--- src/rtl/wb_write_arbiter.sv ---
`default_nettype none
//============================================================================
// Module   : wb_write_arbiter
// Brief    : Arbitrates ALU and load writebacks onto a single register-file
//            write port. Loads win by default; a waiting ALU is granted
//            once it has stalled for MAX_WAIT cycles.
// Revision : 1.0 - initial release
//============================================================================
module wb_write_arbiter #(
  parameter int DATA_W   = 32,
  parameter int ADDR_W   = 5,
  parameter int MAX_WAIT = 3
) (
  input  logic              clk,
  input  logic              reset,
  input  logic              alu_valid,
  input  logic [ADDR_W-1:0] alu_addr,
  input  logic [DATA_W-1:0] alu_data,
  output logic              alu_ready,
  input  logic              mem_valid,
  input  logic [ADDR_W-1:0] mem_addr,
  input  logic [DATA_W-1:0] mem_data,
  output logic              mem_ready,
  input  logic              rf_stall,
  output logic              RegW_EN_out,
  output logic [ADDR_W-1:0] addrD_out,
  output logic [DATA_W-1:0] WriteData
);

  localparam logic [3:0] C_MAX_WAIT = 4'(MAX_WAIT);

  logic [3:0] r_aluWait;
  logic       w_aluGrant;
  logic       w_memGrant;
  logic       w_aluStarved;

  assign w_aluStarved = (r_aluWait == C_MAX_WAIT);

  always_comb begin
    w_aluGrant = 1'b0;
    w_memGrant = 1'b0;
    if (!reset && !rf_stall) begin
      if (alu_valid && (!mem_valid || w_aluStarved)) begin
        w_aluGrant = 1'b1;
      end else if (mem_valid) begin
        w_memGrant = 1'b1;
      end
    end
  end

  assign alu_ready = w_aluGrant;
  assign mem_ready = w_memGrant;

  // Stall cycles (including rf_stall cycles) accumulate; any ALU transfer or idle ALU clears.
  always_ff @(posedge clk or posedge reset) begin
    if (reset) begin
      r_aluWait <= 4'd0;
    end else if (!alu_valid || w_aluGrant) begin
      r_aluWait <= 4'd0;
    end else if (!w_aluStarved) begin
      r_aluWait <= r_aluWait + 4'd1;
    end
  end

  always_ff @(posedge clk or posedge reset) begin
    if (reset) begin
      RegW_EN_out <= 1'b0;
      addrD_out   <= '0;
      WriteData   <= '0;
    end else begin
      RegW_EN_out <= w_aluGrant | w_memGrant;
      if (w_aluGrant) begin
        addrD_out <= alu_addr;
        WriteData <= alu_data;
      end else if (w_memGrant) begin
        addrD_out <= mem_addr;
        WriteData <= mem_data;
      end
    end
  end

endmodule
`default_nettype wire

--- config.mk ---
export PLATFORM = sky130hd
export DESIGN_NAME = wb_write_arbiter
export DESIGN_NICKNAME = d
export VERILOG_FILES = /design/src/rtl/wb_write_arbiter.sv
export SDC_FILE = /design/constraint.sdc
export NUM_CORES = 1
export LEC_CHECK = 0
export ABC_AREA = 1
export CORE_ASPECT_RATIO = 1.75
export CORE_MARGIN = 3
export CORE_UTILIZATION = 38
export DETAILED_ROUTE_END_ITERATION = 8
export GPL_ROUTABILITY_DRIVEN = 0
export HOLD_SLACK_MARGIN = 0.15
export PLACE_DENSITY = 0.83
export SLEW_MARGIN = 10
export SYNTH_ARGS = -nofsm -noshare
export SYNTH_HDL_FRONTEND = slang
export SYNTH_SLANG_ARGS = --single-unit
--- constraint.sdc ---
create_clock -name clk -period 1.2 [get_ports clk]
set_input_delay 0.12 -clock clk [delete_from_list [all_inputs] [get_ports clk]]
set_output_delay 0.12 -clock clk [all_outputs]
set_load 0.02 [all_outputs]
---- Word level (Yosys, flattened, before mapping) ----
Index checks and enable logic that the tools add are counted.
W data, S select, Z words.
cells by class
  add/subtract/negate cells ............... 1
  equal/unequal tests ..................... 2
  multiplexer cells ....................... 11
  bitwise logic cells ..................... 1
  reduce and logical (&&, ||, !) cells .... 9
operator list
  operator               number
  $mux W32               2
  $mux W5                2
  $mux W4                2
  $mux W1                5
  $add A4 B1 Y4 const B  1
  $eq A4 B2 Y1 const B   1
  $logic_not A1 Y1       4
  $logic_and A1 B1 Y1    2
  $logic_or A1 B1 Y1     2
  $ne A2 B1 Y1 const B   1
  $reduce_bool A2 Y1     1
  $or A1 B1 Y1           1
word-level totals
  register bits ........................... 42
  input bits .............................. 79
  output and inout bits ................... 40
  word-level logic and storage cells ...... 28

---- Logic depth before layout (Yosys ltp) ----
  depth after elaboration ................. 7
  mapped depth ............................ 8
  mapped depth without buffers ............ 6

---- Worst setup path before layout ----
No wires, ideal clock.
  path type ............................... flip-flop to output port
  start ................................... register r_aluWait[0]
  end ..................................... output mem_ready
  arrival time ............................ 1.388 ns
  data required time ...................... 1.080 ns
  setup slack ............................. -0.308 ns
  cell stages (with the launch flop) ...... 7
  path buffers ............................ 2
  cells stage by stage .................... dfrtp_1 > ha_1 > nand2_2 > nand2_2 > buf_6 > buf_6 > a21boi_1
on the way
  cells in the longest elaborated chain, start to end .. 5
ends and longest elaborated chain
  what                      RTL line  source
  start: declaration        32        logic [3:0] r_aluWait;
  start signal: assignment  61        r_aluWait <= r_aluWait + 4'd1;
  $eq A4 B2 Y1              37        assign w_aluStarved = (r_aluWait == C_MAX_WAIT);
  $logic_or A1 B1 Y1        43        if (alu_valid && (!mem_valid || w_aluStarved)) begin
  $logic_and A1 B1 Y1       43
  $mux W1                   43
  $mux W1                   42        if (!reset && !rf_stall) begin
  end: declaration          23        output logic mem_ready,
No other way between the ends.

---- Worst setup path after layout ----
  start ................................... register r_aluWait[1]
  end ..................................... output mem_ready
The elaborated chain is that of the path after synthesis.

==> flow_metrics.py <==
metrics = {
    "detailed_routing": {
        "viasPerCell": 4.90,
        "drt_iter0_markers": 148,
        "wire_per_inst_um": 14.4,
        "num_vias": 2711,
        "drt_wl_total_um": 7950,
        "ant_nets": 0,
        "drcViolationCount": 0,
        "firstDrtPassIters": 6,
    },
    "critical_path": {
        "timing.critical_path.mode_cell": "nand2_4",
        "endpoint_kind": "primary output",
        "cp_data_required_time_ns": 1.08,
        "worst_r2r_path_depth": 7,
        "path_cells": "ha_2, nand2_4, nand2_4, a21boi_4, buf_6",
        "reg2reg_setup_slack_ns": -0.18,
        "path_class": "reg2out",
        "worstPathArrival_ns": 1.29,
        "cp-start-kind": "flip-flop",
        "r2r_start": "r_aluWait[1]",
        "slowest_delay_ns": 0.38,
        "crit_fanout": 4,
        "slowest_stage": "dfrtp_1",
        "regToRegEndpoint": "WriteData[7]",
        "critPathBufInv": 1,
        "crit_family": "flip-flops",
    },
    "power": {
        "comb_power_share_pct": 35.9,
        "pwr-share-clk_pct": 27.1,
        "peakVddDrop_uv": 683,
        "p_switching_mw": 1.50,
        "power_density_nw_per_um2": 1150,
        "swShare_pct": 31.4,
        "pwr-share-seq_pct": 37.0,
        "intPower_mw": 3.27,
        "p_leak_nw": 2.17,
    },
    "layout": {
        "final_nets": 552,
        "drive_above_1_share_pct": 19.1,
        "design_area_sq_um": 4130,
        "fill_cells": 609,
        "multi_input_area_sq_um": 1220,
        "syn2layout_area_growth_pct": 55.7,
        "seqCellArea_sq_um": 1050,
        "n_antenna_cell": 0,
        "utilization_pct": 62.3,
    },
    "clocking": {
        "clk_pin_slew_ns": 0.05,
        "clkSinkCount": 42,
        "h-tree-depth": 2,
        "clk_latency_ns": 0.28,
        "cts_tree": "yes",
        "cts_root_buffer": "clkbuf_16",
        "clk_path_buf_depth": 2,
        "numCtsBuffers": 5,
    },
    "floorplanning": {
        "die_height_um": 117,
        "die-area_sq_um": 8070,
        "io_pins": 119,
        "rows": 39,
        "core_area_sq_um": 6640,
        "fp.dieW_um": 69.2,
        "start_util_pct": 40.0,
    },
    "timing": {
        "slew_viol_final": 0,
        "skew_ns": 0.00104,
        "setup_viol": 43,
        "finalHoldWorstSlack_ns": 0.227,
        "relSlewSlack_pct": 73.0,
        "fin_setup_tns_ns": -6.20,
        "worst_pin_slew_ns": 0.406,
        "post-route-min-period_ns": 1.41,
        "rsz0062_at_grt": "yes",
        "worst_slack_ns": -0.214,
        "hold_viol": 0,
        "finalCritPeriodShare_pct": 118,
        "max_freq_mhz": 707,
    },
    "synth": {
        "synth-seq-area-share_pct": 39.6,
        "ys_types": 26,
        "syn-cell-area_sq_um": 2660,
        "syn_inst": 350,
        "synth_seq_cells": 42,
        "synth_nets": 430,
        "avgSynthCellArea_sq_um": 7.59,
        "ys_warn_count": 0,
    },
    "placement": {
        "place_hpwl_um": 5670,
        "pre_cts_ws_ns": -0.609,
        "portBuffers": 118,
        "dpl_cell_area_sq_um": 3960,
    },
    "global_routing": {
        "grt_pass1_wl_um": 12500,
        "grt_max_degree": 43,
        "grt_pass1_vias": 2639,
        "overflow": 0,
        "antenna_found_initial": 0,
        "grt_usage_pct": 19.3,
    },
    "worst_hold_path": {
        "hold_class": "in2async",
    },
    "flow_run": {
        "cap_violations": 0,
    },
    "outcome": {
        "status": "finished with violations",
        "violations": "negative setup slack",
    },
}
-- layout make-up --
type | count | share of cell area, %
multi-input combinational | 206 | 29.5
timing repair buffer | 139 | 32.0
tap | 82 | 2.48
sequential | 42 | 25.4
inverter | 78 | 7.21
clock buffer | 6 | 3.36
-- timing repair --
item | in CTS | in global routing
setup buffers | 0 | 1
endpoints found under the setup margin | 81 | 43
hold buffers | 0 | 0
resized for setup | 64 | 9
-- cells in the mapped netlist --
library cell	number	area, sq um
nand3_2	1	10.0
nor3_1	1	5.00
buf_2	9	45.0
nand2_2	2	12.5
nand3_1	1	5.00
xnor2_1	1	8.76
ha_1	1	12.5
dfrtp_1	42	1050
a21oi_1	19	95.1
clkbuf_1	2	7.51
nor2_1	2	7.51
a21oi_2	20	175
nor2_2	1	6.26
nand4_1	37	231
nor3b_2	1	12.5
inv_2	1	3.75
o21ai_1	1	5.00
or2_2	18	113
xor2_1	1	8.76
clkbuf_2	1	5.00
nand2_1	78	293
inv_1	77	289
or2_1	20	125
buf_4	4	30.0
buf_6	8	90.1
a21boi_1	1	7.51
-- metal layers --
layer / GRT usage (%) / vias to the layer above / wire, um
met4: 11.5 / 0 / 379
met1: 21.6 / 1250 / 2910
met3: 2.93 / 27 / 387
li1: - / 1320 / -
met2: 34.4 / 114 / 4270
met5: 0 / - / 0
-- layout by cell type (no fill, tap or decap) --
master,instances
nor2_1,1
buf_6,2
nand3_4,1
dfrtp_1,42
clkinv_4,1
clkbuf_16,5
nor3_1,1
buf_4,18
nor3b_4,1
o21ai_2,1
ha_2,1
nand2_2,1
nand2_1,77
inv_2,2
nor2_2,1
nand4_1,37
clkdlybuf4s50_1,75
nand3_1,1
xnor2_1,1
buf_12,3
dlygate4sd2_1,40
a21oi_2,29
inv_1,75
or2_1,20
nand2_4,2
buf_2,1
nor2_4,1
clkbuf_8,1
or2_2,18
a21boi_4,1
a21oi_1,10
xor2_1,1
-- state kept, by name, indices dropped and copies added (netlist names) --
name,flops
addrD_out,5
WriteData,32
r_aluWait,4
RegW_EN_out,1
-- power by group through the flow --
| stage | logic, mW | registers (mW) | clock network, mW |
|---|---|---|---|
| 4_1_cts | 1.71 | 1.77 | 1.33 |
| 2_1_floorplan | 0.645 | 2.08 | 0 |
| 3_3_place_gp | 1.81 | 1.78 | 0 |
| 6_report | 1.71 | 1.76 | 1.29 |
| 5_1_grt | 1.86 | 1.79 | 1.38 |
| 3_5_place_dp | 1.84 | 1.80 | 0 |
-- worst register-to-register path, stage by stage (launching register included) --
cell     delay [ns]
dfrtp_1        0.38
ha_2           0.21
nand2_4        0.08
nand2_4        0.07
nand3_4        0.10
buf_12         0.22
nand2_1        0.10
a21oi_2        0.15
-- cells by family after synthesis --
logic type / after synthesis / synth area share [%]
simple gates: 162 / 30.9
compound gates: 41 / 10.7
xor+xnor: 2 / 0.660
buf+inv: 102 / 17.7
fa+ha+maj: 1 / 0.471
flops: 42 / 39.6
-- stage by stage --
step | cells | power, mW
floorplan | 350 | 2.72
global placement | 546 | 3.59
detailed placement | 546 | 3.64
CTS | 552 | 4.81
global route | 553 | 5.03
finish | 553 | 4.77
-- how the worst max path moves through the flow --
stage                       startpoint   endpoint  depth (start not counted)
final                     r_aluWait[1]  mem_ready                          5
after global routing      r_aluWait[1]  mem_ready                          5
after global placement           reset  mem_ready                          4
after CTS                 r_aluWait[1]  mem_ready                          5
after detailed placement         reset  mem_ready                          4
after floorplan           r_aluWait[1]  mem_ready                          6
No activity file was read; power rests on OpenSTA's default activity.
